File: src/rtl/seq_detect_ctrl.sv
// Sequencer that streams an 8-bit pattern MSB-first into an external sequence
// detector, one bit per accepted tick, and counts the detector's hits.
module seq_detect_ctrl (
    input  logic       cp,
    input  logic       rd,
    input  logic       start,
    input  logic       tick,
    input  logic [7:0] pattern,
    input  logic       z_in,
    output logic       x,
    output logic       det_step,
    output logic       det_clr,
    output logic       busy,
    output logic       done,
    output logic [2:0] bit_idx,
    output logic [3:0] match_cnt
);

    typedef enum logic [1:0] {
        IDLE  = 2'd0,
        CLEAR = 2'd1,
        RUN   = 2'd2,
        DONE  = 2'd3
    } state_t;

    state_t     state_reg;
    logic [7:0] pat_reg;
    logic       pend_reg;
    logic       phase_reg;
    logic       x_reg;
    logic       step_reg;
    logic       clr_reg;
    logic [2:0] idx_reg;
    logic [3:0] cnt_reg;

    always_ff @(posedge cp) begin
        if (rd) begin
            state_reg <= IDLE;
            pat_reg   <= 8'd0;
            pend_reg  <= 1'b0;
            phase_reg <= 1'b0;
            x_reg     <= 1'b0;
            step_reg  <= 1'b0;
            clr_reg   <= 1'b0;
            idx_reg   <= 3'd7;
            cnt_reg   <= 4'd0;
        end else begin
            step_reg <= 1'b0;
            clr_reg  <= 1'b0;
            case (state_reg)
                IDLE, DONE: begin
                    if (start) begin
                        pat_reg   <= pattern;
                        cnt_reg   <= 4'd0;
                        idx_reg   <= 3'd7;
                        pend_reg  <= 1'b0;
                        phase_reg <= 1'b0;
                        clr_reg   <= 1'b1;
                        state_reg <= CLEAR;
                    end
                end
                CLEAR: begin
                    state_reg <= RUN;
                end
                RUN: begin
                    // A sample spans two cycles: the step cycle, then the cycle
                    // in which the detector's updated output is sampled.
                    if (!pend_reg) begin
                        if (tick) begin
                            x_reg     <= pat_reg[idx_reg];
                            step_reg  <= 1'b1;
                            pend_reg  <= 1'b1;
                            phase_reg <= 1'b0;
                        end
                    end else if (!phase_reg) begin
                        phase_reg <= 1'b1;
                    end else begin
                        pend_reg  <= 1'b0;
                        phase_reg <= 1'b0;
                        if (z_in && (cnt_reg != 4'd8)) begin
                            cnt_reg <= cnt_reg + 4'd1;
                        end
                        if (idx_reg == 3'd0) begin
                            state_reg <= DONE;
                        end else begin
                            idx_reg <= idx_reg - 3'd1;
                        end
                    end
                end
                default: begin
                    state_reg <= IDLE;
                end
            endcase
        end
    end

    assign x         = x_reg;
    assign det_step  = step_reg;
    assign det_clr   = clr_reg;
    assign bit_idx   = idx_reg;
    assign match_cnt = cnt_reg;
    assign busy      = (state_reg == CLEAR) || (state_reg == RUN);
    assign done      = (state_reg == DONE);

endmodule

File: config.mk
export PLATFORM = sky130hd
export DESIGN_NAME = seq_detect_ctrl
export DESIGN_NICKNAME = d
export VERILOG_FILES = /design/src/rtl/seq_detect_ctrl.sv
export SDC_FILE = /design/constraint.sdc
export NUM_CORES = 1
export LEC_CHECK = 0
export ABC_AREA = 1
export CAP_MARGIN = 10
export CORE_UTILIZATION = 40
export CTS_BUF_LIST = sky130_fd_sc_hd__clkbuf_16
export CTS_CLUSTER_DIAMETER = 40
export DETAILED_ROUTE_END_ITERATION = 8
export GPL_ROUTABILITY_DRIVEN = 0
export GPL_TIMING_DRIVEN = 0
export HOLD_SLACK_MARGIN = 0.1
export PLACE_DENSITY = 0.65
export SYNTH_ARGS = -nofsm -noshare
export SYNTH_HDL_FRONTEND = slang
export SYNTH_SLANG_ARGS = --single-unit
File: constraint.sdc
create_clock -name cp -period 2.4 [get_ports cp]
set_input_delay 0.48 -clock cp [delete_from_list [all_inputs] [get_ports cp]]
set_output_delay 0.48 -clock cp [all_outputs]
set_load 0.02 [all_outputs]
==> results.md <==
* Slew margin rel. at 0.742
* Nets@finish at 215
* Synth Instances at 166
* Min-delay worst type: reg2reg
* Max reg flops at 8
* Slew @ Worst Pin at 0.387 ns
* Sequential Power Share at 0.293
* CP cell instances: inv_1 > ha_1 > inv_1 > clkdlybuf4s50_1
* Number of synthesized flops with an enable pin at 0
* First-pass GRT wire length at 4370 µm
* CTS tree: done
* Share of layout cells above drive strength 1 at 0.0777
* Area grow syn2layout at 32.0%
* Setup crit end kind: output port
* Die width at 56.1 µm
* Initial Util at 0.424
* Final period util at 0.957
* Cell row count at 19
* IO Port Bufs at 23
* Final Cell Area at 1540 µm²
* Num ports at 25
* Psw at 0.830 mW
* CP Class: reg2out
* Sw Share at 0.406
* Post-Route Setup TNS at 0 ns
* Fillers at 264
* ANT cells at 0
* Synthesis Warnings at 0
* Chip Height at 56.1 µm
* Drt wl/cell at 11.4 µm
* Status: finished clean
* Clock power share at 0.225
* DRT iter0 DRCs at 36
* CTS max path bufs at 2
* FF+latch count, synth at 22
* Synth area leader: dfxtp_1
* Mean number of vias per cell at 4.94
* Initial antenna violation count at 0
* Final HPWL DP at 1970 µm
* Post-Route WL at 2540 µm
* Die Area at 3140 µm²
* CP arrival at 1.82 ns
* Synth Area per Inst at 7.05 µm²
* Core ar. at 2760 µm²
* Slowest stage delay, CP at 0.60 ns
* Hold Buf Count CTS at 0
* Internal at 1.21 mW
* Type of origin of the critical path: flop
* Post-synth top cells: nand2_1, inv_1, dfxtp_1
* Detailed-route via count at 1106
* Register area share after synthesis at 0.376
* Clk pin slew, worst setup/hold paths at 0.06 ns
* ANT nets after route at 0
* DRC at 0
* Placed cell count at 220
* Root Buffer: clkbuf_16
* Top cell type's share of synthesized area at 0.376
* Instance area at placement at 1440 µm²
* CTS buffer count at 3
* Slowest-stage cell, CP: clkdlybuf4s50_1
* TritonRoute pass-1 iters at 4
* Peak VDD IR at 0.000963 V
* Most frequent CP cell: inv_1
* Synth unique cells at 22
* Post-CTS Resized at 0
* Final hold viol count at 0
* Post-Syn Area at 1170 µm²
* Top cells by area, synth: dfxtp_1, nand2_1, ha_1
* Vias in the first global route at 1040
* Synth Flop Type: dfxtp_1
* Leak Pwr at 0.709 nW
* Post-CTS Setup Inserts at 0
* Setup violations, final at 0
* Max Cap Viol at 0
* Worst skew pair latency at 0.25 ns
* H-tree depth at 1
* Combinational Power Share at 0.483
* Async SR Flop Fraction at 0
* Cell with the most instances after synthesis: nand2_1
* Fmax at 435 MHz
* Minimum clock period at 2.30 ns
* Gr usage total at 0.174
* Critical Path Fanout Max at 7
* Largest net degree at the start of global routing at 14
* RSZ-0062 raised after global routing: no
* Pwr dens at 1320 nW/µm²
* Clock Skew at 0.00671 ns
* Gr ovfl total at 0
* Syn Nets at 187
* Clk sinks at 22
* Final Max Tran Viols at 0
* Critical path required time at 1.92 ns
* Non-filler cells, final at 224
## critical path, delay by kind of cell, from the launching register on
kind | cells | cell delay (ns)
buffers and inverters | 3 | 0.78
adder cells (fa/ha/maj) | 1 | 0.40
flip-flops | 1 | 0.38
## final cells by class
type                            instances  area [µm²]  share of cell area
Sequential cell                        22         440               0.285
Tap cell                               31        38.8              0.0251
Timing Repair Buffer                   23         230               0.149
Multi-Input combinational cell        116         623               0.404
Clock inverter                          1        30.0              0.0194
Clock buffer                            3        75.1              0.0486
Buffer                                  3        12.5             0.00810
Inverter                               25        93.8              0.0608
## cell families (layout without fill, tap and decap cells)
family | Yosys count | count (layout) | share of synthesized area
fa+ha+maj | 8 | 8 | 0.0856
compound gates | 31 | 31 | 0.152
simple gates | 75 | 75 | 0.280
flops | 22 | 22 | 0.376
buf+inv | 28 | 55 | 0.0909
xor+xnor | 2 | 2 | 0.0150
## per-stage QoR
| stage | power (mW) | worst slack [ns] | util | hold WS (ns) |
|---|---|---|---|---|
| floorplan | 1.29 | 0.857 | - | 0.429 |
| global placement | 1.57 | 0.386 | 0.522 | 0.441 |
| detailed placement | 1.60 | 0.356 | 0.522 | 0.452 |
| CTS | 2.07 | 0.0743 | 0.560 | 0.463 |
| global route | 2.21 | 0.0408 | 0.560 | 0.482 |
| finish | 2.04 | 0.103 | 0.560 | 0.454 |
## worst paths after layout
path	cells after the start	to	slack (ns)	from
setup / recovery	4	busy	0.10	state_reg[0]
hold / removal	2	pat_reg[5]	0.45	pat_reg[5]
setup reg to reg	9	match_cnt[1]	0.65	state_reg[0]
hold reg to reg	2	pat_reg[5]	0.45	pat_reg[5]
## metal layers
metal,vias to the layer above,wire (µm),track usage
met4,0,26,0.0941
met5,-,0,0
met1,500,1120,0.203
met3,2,84,0.0302
li1,585,-,-
met2,19,1310,0.299
## cells in the final DEF, fill, tap and decap left out, types with 2 or more instances in the layout
| master | netlist | layout |
|---|---|---|
| dfxtp_1 | 22 | 22 |
| a21oi_1 | 14 | 14 |
| clkbuf_1 | 2 | 2 |
| inv_2 | 2 | 2 |
| clkdlybuf4s50_1 | 0 | 23 |
| inv_1 | 23 | 23 |
| o21ai_0 | 10 | 10 |
| o21ai_1 | 2 | 2 |
| ha_1 | 8 | 8 |
| nand2_1 | 33 | 33 |
| nand3_1 | 14 | 14 |
| nor3_1 | 2 | 2 |
| clkbuf_16 | 0 | 3 |
| nor2_1 | 21 | 21 |
| nand2_2 | 4 | 4 |
## power groups by stage
stage	clock [mW]	combinational [mW]	sequential (mW)
floorplan	0	0.633	0.653
global placement	0	0.969	0.600
detailed placement	0	0.992	0.608
CTS	0.474	0.996	0.600
global route	0.484	1.11	0.617
finish	0.460	0.986	0.598
Power figures use the tool's default switching activity.
